**src/rtl/mips_pkg.sv**
```systemverilog
// Shared definitions for the multicycle MIPS control path: FSM states, opcodes,
// ALU-decoder operation codes and the control word produced per state.
package mips_pkg;

  typedef enum logic [3:0] {
    S_FETCH,
    S_DECODE,
    S_MEMADR,
    S_MEMRD,
    S_MEMWB,
    S_MEMWR,
    S_EXECUTE,
    S_ALUWB,
    S_BRANCH,
    S_ADDIEX,
    S_ADDIWB,
    S_JUMP
  } state_t;

  localparam logic [5:0] OP_LW    = 6'b100011;
  localparam logic [5:0] OP_SW    = 6'b101011;
  localparam logic [5:0] OP_RTYPE = 6'b000000;
  localparam logic [5:0] OP_BEQ   = 6'b000100;
  localparam logic [5:0] OP_ADDI  = 6'b001000;
  localparam logic [5:0] OP_J     = 6'b000010;

  localparam logic [1:0] ALUOP_ADD   = 2'b00;
  localparam logic [1:0] ALUOP_SUB   = 2'b01;
  localparam logic [1:0] ALUOP_FUNCT = 2'b10;

  // pcen is not part of the word; it also depends on the zero flag.
  typedef struct packed {
    logic       memwrite;
    logic       irwrite;
    logic       regwrite;
    logic       iord;
    logic       regdst;
    logic       memtoreg;
    logic       alusrca;
    logic       branch;
    logic       pcwrite;
    logic [1:0] alusrcb;
    logic [1:0] pcsrc;
    logic [1:0] aluop;
  } ctrl_t;

  function automatic logic op_is_legal(input logic [5:0] op);
    return (op == OP_LW) || (op == OP_SW) || (op == OP_RTYPE) ||
           (op == OP_BEQ) || (op == OP_ADDI) || (op == OP_J);
  endfunction

endpackage

```
**src/rtl/main_controller_outdec.sv**
```systemverilog
// Combinational state-to-control-word decoder for the multicycle controller.
module main_controller_outdec
  import mips_pkg::*;
(
  input  state_t state_i,
  input  logic   mem_ready_i,
  output ctrl_t  ctrl_o
);

  always_comb begin
    ctrl_o = '0;
    case (state_i)
      S_FETCH: begin
        ctrl_o.alusrcb = 2'b01;
        // Hold IR and PC while memory has not returned the instruction.
        ctrl_o.irwrite = mem_ready_i;
        ctrl_o.pcwrite = mem_ready_i;
      end
      S_DECODE:  ctrl_o.alusrcb = 2'b11;
      S_MEMADR, S_ADDIEX: begin
        ctrl_o.alusrca = 1'b1;
        ctrl_o.alusrcb = 2'b10;
      end
      S_MEMRD:   ctrl_o.iord = 1'b1;
      S_MEMWR: begin
        ctrl_o.iord     = 1'b1;
        ctrl_o.memwrite = 1'b1;
      end
      S_MEMWB: begin
        ctrl_o.memtoreg = 1'b1;
        ctrl_o.regwrite = 1'b1;
      end
      S_ALUWB: begin
        ctrl_o.regdst   = 1'b1;
        ctrl_o.regwrite = 1'b1;
      end
      S_ADDIWB:  ctrl_o.regwrite = 1'b1;
      S_EXECUTE: begin
        ctrl_o.alusrca = 1'b1;
        ctrl_o.aluop   = ALUOP_FUNCT;
      end
      S_BRANCH: begin
        ctrl_o.alusrca = 1'b1;
        ctrl_o.aluop   = ALUOP_SUB;
        ctrl_o.pcsrc   = 2'b01;
        ctrl_o.branch  = 1'b1;
      end
      S_JUMP: begin
        ctrl_o.pcsrc   = 2'b10;
        ctrl_o.pcwrite = 1'b1;
      end
      default: ;
    endcase
  end

endmodule

```
**src/rtl/main_controller.sv**
```systemverilog
// Multicycle MIPS main controller: Moore FSM, retired-instruction counter and
// illegal-opcode pulse; control outputs come from main_controller_outdec.
module main_controller
  import mips_pkg::*;
#(
  parameter int RETIRE_W = 32
) (
  input  logic                clk,
  input  logic                reset_n,
  input  logic [5:0]          op,
  input  logic                zero,
  input  logic                mem_ready,
  output logic                memwrite,
  output logic                irwrite,
  output logic                regwrite,
  output logic                iord,
  output logic                regdst,
  output logic                memtoreg,
  output logic                alusrca,
  output logic                branch,
  output logic                pcwrite,
  output logic                pcen,
  output logic [1:0]          alusrcb,
  output logic [1:0]          pcsrc,
  output logic [1:0]          aluop,
  output logic                illegal_op,
  output logic [RETIRE_W-1:0] retired
);

  state_t              state_q, state_d;
  logic [RETIRE_W-1:0] retired_q;
  logic                illegal_q, illegal_d;
  logic                retire;
  ctrl_t               ctrl_raw, ctrl;

  always_comb begin
    state_d = state_q;
    case (state_q)
      S_FETCH:   if (mem_ready) state_d = S_DECODE;
      S_DECODE: begin
        case (op)
          OP_LW, OP_SW: state_d = S_MEMADR;
          OP_RTYPE:     state_d = S_EXECUTE;
          OP_BEQ:       state_d = S_BRANCH;
          OP_ADDI:      state_d = S_ADDIEX;
          OP_J:         state_d = S_JUMP;
          default:      state_d = S_FETCH;
        endcase
      end
      S_MEMADR: begin
        if (op == OP_LW)      state_d = S_MEMRD;
        else if (op == OP_SW) state_d = S_MEMWR;
        else                  state_d = S_FETCH;
      end
      S_MEMRD:   if (mem_ready) state_d = S_MEMWB;
      S_MEMWR:   if (mem_ready) state_d = S_FETCH;
      S_EXECUTE: state_d = S_ALUWB;
      S_ADDIEX:  state_d = S_ADDIWB;
      default:   state_d = S_FETCH;
    endcase
  end

  assign illegal_d = (state_q == S_DECODE) && !op_is_legal(op);
  // Only completing states count; an illegal op leaves from DECODE.
  assign retire = (state_d == S_FETCH) &&
                  (state_q inside {S_MEMWB, S_MEMWR, S_ALUWB, S_ADDIWB, S_BRANCH, S_JUMP});

  always_ff @(posedge clk or negedge reset_n) begin
    if (!reset_n) begin
      state_q   <= S_FETCH;
      retired_q <= '0;
      illegal_q <= 1'b0;
    end else begin
      state_q   <= state_d;
      illegal_q <= illegal_d;
      if (retire) retired_q <= retired_q + RETIRE_W'(1);
    end
  end

  main_controller_outdec u_outdec (
    .state_i     (state_q),
    .mem_ready_i (mem_ready),
    .ctrl_o      (ctrl_raw)
  );

  // FETCH decodes to nonzero controls, so reset must mask them directly.
  assign ctrl = reset_n ? ctrl_raw : '0;

  assign memwrite   = ctrl.memwrite;
  assign irwrite    = ctrl.irwrite;
  assign regwrite   = ctrl.regwrite;
  assign iord       = ctrl.iord;
  assign regdst     = ctrl.regdst;
  assign memtoreg   = ctrl.memtoreg;
  assign alusrca    = ctrl.alusrca;
  assign branch     = ctrl.branch;
  assign pcwrite    = ctrl.pcwrite;
  assign alusrcb    = ctrl.alusrcb;
  assign pcsrc      = ctrl.pcsrc;
  assign aluop      = ctrl.aluop;
  assign pcen       = ctrl.pcwrite | (ctrl.branch & zero);
  assign illegal_op = illegal_q;
  assign retired    = retired_q;

endmodule

```
**config.mk**
```make
export PLATFORM = sky130hd
export DESIGN_NAME = main_controller
export DESIGN_NICKNAME = d
export VERILOG_FILES = /design/src/rtl/mips_pkg.sv /design/src/rtl/main_controller_outdec.sv /design/src/rtl/main_controller.sv
export SDC_FILE = /design/constraint.sdc
export NUM_CORES = 1
export LEC_CHECK = 0
export CAP_MARGIN = 20
export CORE_UTILIZATION = 59
export CTS_BUF_LIST = sky130_fd_sc_hd__clkbuf_2 sky130_fd_sc_hd__clkbuf_4 sky130_fd_sc_hd__clkbuf_8
export DETAILED_ROUTE_END_ITERATION = 8
export DONT_BUFFER_PORTS = 1
export PLACE_DENSITY = 0.78
export SLEW_MARGIN = 20
export SYNTH_ARGS = -nofsm -noshare
export SYNTH_HDL_FRONTEND = slang
export SYNTH_SLANG_ARGS = --single-unit
```
**constraint.sdc**
```tcl
create_clock -name clk -period 1.8 [get_ports clk]
set_clock_uncertainty 0.05 [all_clocks]
set_input_delay 0.18 -clock clk [delete_from_list [all_inputs] [get_ports clk]]
set_output_delay 0.18 -clock clk [all_outputs]
set_load 0.01 [all_outputs]
```
==> results.md <==
* Syn Inst Count at 230
* Row count at 22
* Register bit total from synthesis at 37
* Hold Path Class: in2reg
* Wire per inst at slightly above 20 um
* Routability Congestion at 0.880
* Footprint of the multi-input gates at 0.00145 sq mm
* Mapped Area at around 0.0023 sq mm
* Post-DP HPWL at about 4.1 mm
* Crit start category: flip-flop
* Dpl cells at about 330
* Fill cells at 169
* Worst path max stage delay at about 0.44 ns
* Slowest CP cell: dfrtp_2
* Clock Power Share at 0.318
* DRC viols at 0
* Peak Freq at 473 MHz
* Post-DP Area at 0.00279 sq mm
* Net count after synthesis at roughly 240
* Root Driver: clkbuf_8
* Final design instance area without fill at about 0.0033 sq mm
* Initial Util at 0.617
* Fin util at 0.893
* Setup ws final at -0.315 ns
* Deepest clock path buffer count at 2
* Final hold vios at 0
* Kind of critical path: reg2reg
* Starting DRT DRC Count at around 200
* Switch Pwr at 0.600 mW
* Die ar. at around 0.0041 sq mm
* WL final at 7.27 mm
* CP Cell Sequence: buf_6 -> buf_4 -> buf_6 -> nand2b_4 -> a22oi_2 -> or3_4 -> nor4_4 -> xor2_1
* Gate power share at 0.222
* Synth warn at 0
* Max rail drop VDD at around 500 uV
* Drt first pass iters at 5
* Pin count of the biggest net entering global routing at 38
* # diodes at 0
* First-pass GRT wire length at roughly 9.6 mm
* Port Buf Inserts at 0
* Layout Cells excl Fill at 354
* Hold Crit Start: op[2]
* Ports at about 60
* Nets at between 300 and 400
* Status: complete, but fails checks
* Worst-path clk slew at around 0.08 ns
* Layout cell share with drive strength beyond 1 at 0.474
* Reg area at roughly 930 sq um
* Worst Tran Pin Value at between 0.5 and 0.6 ns
* Avg Cell Area, Syn at 9.81 sq um
* CP max FO at 6
* Clk sink count at 37
* Post-synth cell types at 52
* Post-synthesis sequential area ratio at 0.410
* Slew Limit Fails at 0
* Sw frac at 0.301
* Start point of the critical path: state_q[0]
* Area growth from synthesis to layout at 44.8%
* P_int at 1.40 mW
* Total track usage at 0.309
* Via density at between 6 and 7
* Worst Path Required at just under 2 ns
* Number of global-route vias before repair at 2,043
* Remaining antenna violation count at 0
* R2R Path Start: state_q[0]
* Clock period minus worst slack at between 2 and 2.5 ns
* Tot Pwr at 2.00 mW
* Max cap viols at 0
* WP data arrival at 2.27 ns
* Static Leak at roughly 1.5 nW
* Relative slew slack at 0.637
* Detailed-route via count at between 2k and 2.5k
* CTS tree: built
* Total gr overflow at 0
* Die H at roughly 64 um
* Die Wd at between 60 and 70 um
* Final setup violation count at 35
* Num CTS Buffers at 5
* Fin crit share at 1.17
* RSZ-0062 raised after global routing: yes
* Core Area at ~0.0037 sq mm
* Most used cell along the critical path: buf_6
* Top_reg_cell synth: dfrtp_1
* Flop pwr share at 0.460
* H-Tree Depth at 2
* Final Hold Slack at roughly 0.075 ns
* Skew-Pair Late Insertion Delay at roughly 0.30 ns
* Violated checks: setup timing
* Kind of end point of the critical path: flip-flop
* Post-synth EDFFs at 0
* Initial antenna violation count at 0
* Fraction of registers with async set/reset at 1.00
* Power Density at ~610 mW/mm^2
[area by class of cell]
cell class | instances | share of cell area
Timing Repair Buffer | 82 | 0.217
Tap cell | 48 | 0.0184
Clock inverter | 2 | 0.00421
Clock buffer | 6 | 0.0253
Sequential cell | 37 | 0.285
Multi-Input combinational cell | 175 | 0.445
Inverter | 4 | 0.00459
[cells by family after synthesis]
family / share of synthesized area
AOI/OAI and AO/OA: 0.0649
xor gates and xnor gates: 0.128
adders and majority gates: 0.00554
buffers and inverters: 0.0477
DFF: 0.410
muxes: 0.00499
and+or+nand+nor: 0.339
[worst max-delay path, delay by kind of cell, from the launching register on]
kind                      cells  cell delay (ns)
DFF                           1             0.44
AOI/OAI and AO/OA             1             0.08
buffers and inverters         3             0.38
and+or+nand+nor               3             0.83
xor gates and xnor gates      1             0.24
[per-stage QoR]
stage	TNS, ns	worst slack [ns]
floorplan	-3.42	-0.147
global placement	-2.62	-0.178
detailed placement	-4.10	-0.273
CTS	-3.56	-0.192
global route	-8.43	-0.355
finish	-6.72	-0.315
[synth_stat cells (3+ instances only)]
library cell / n / area [sq um]
a21oi_1: 7 / 35.0
and3_1: 4 / 25.0
and4_1: 6 / 52.6
buf_2: 5 / 25.0
buf_4: 3 / 22.5
buf_6: 3 / 33.8
clkbuf_1: 3 / 11.3
dfrtp_1: 37 / 926
inv_1: 3 / 11.3
nand2_1: 15 / 56.3
nand2b_1: 4 / 25.0
nand3_1: 16 / 80.1
nand4_1: 9 / 56.3
nor2_1: 16 / 60.1
nor3_1: 11 / 55.1
nor3_2: 6 / 60.1
nor4_1: 4 / 25.0
nor4_2: 5 / 62.6
o21ai_0: 4 / 20.0
xnor2_1: 17 / 149
xor2_1: 16 / 140
[repair_timing]
| action | CTS | global route |
|---|---|---|
| endpoints found under the hold margin | 37 | 0 |
| setup buffers | 3 | 8 |
| hold buffers | 2 | 0 |
| resized for setup | 22 | 35 |
| setup endpoints to repair | 34 | 38 |
| pin swaps | 13 | 23 |
| cloned | 0 | 1 |
[power by group through the flow]
stage	Combinational [mW]	Clock, mW	Sequential (mW)
5_1_grt	0.468	0.668	0.920
3_5_place_dp	0.319	0	0.930
4_1_cts	0.386	0.630	0.913
6_report	0.444	0.635	0.918
3_3_place_gp	0.310	0	0.928
2_1_floorplan	0.162	0	0.951
[final timing paths]
| path | endpoint | slack (ns) | depth (start not counted) |
|---|---|---|---|
| setup / recovery | retired[26] | -0.31 | 8 |
| hold / removal | state_q[1] | 0.08 | 3 |
| setup reg to reg | retired[26] | -0.31 | 8 |
| hold reg to reg | state_q[1] | 0.52 | 1 |
| max in group asynchronous | retired[3] | 1.19 | 2 |
| min in group asynchronous | retired[24] | 0.30 | 2 |
[per-layer routing]
| layer | vias up | share of wire | global-route usage |
|---|---|---|---|
| li1 | 989 | - | - |
| met1 | 1092 | 0.40 | 0.368 |
| met2 | 118 | 0.50 | 0.540 |
| met3 | 26 | 0.067 | 0.0821 |
| met4 | 0 | 0.030 | 0.0938 |
| met5 | - | 0 | 0 |
[state kept, by name, summed over array words and instances (netlist names)]
register    flops
illegal_op      1
retired        32
state_q         4
[cell usage in the layout, fill, tap and decap left out, types with 3 or more instances in the layout]
| cell | instances |
|---|---|
| a21oi_1 | 7 |
| and4_1 | 5 |
| buf_12 | 3 |
| buf_4 | 68 |
| buf_6 | 8 |
| clkbuf_8 | 6 |
| dfrtp_1 | 32 |
| dfrtp_2 | 5 |
| nand2_1 | 13 |
| nand3_1 | 12 |
| nand3_2 | 4 |
| nand4_1 | 9 |
| nor2_1 | 13 |
| nor3_1 | 8 |
| nor3_2 | 9 |
| nor4_4 | 8 |
| o21ai_0 | 3 |
| xnor2_1 | 15 |
| xor2_1 | 16 |
Power figures use the tool's default switching activity.
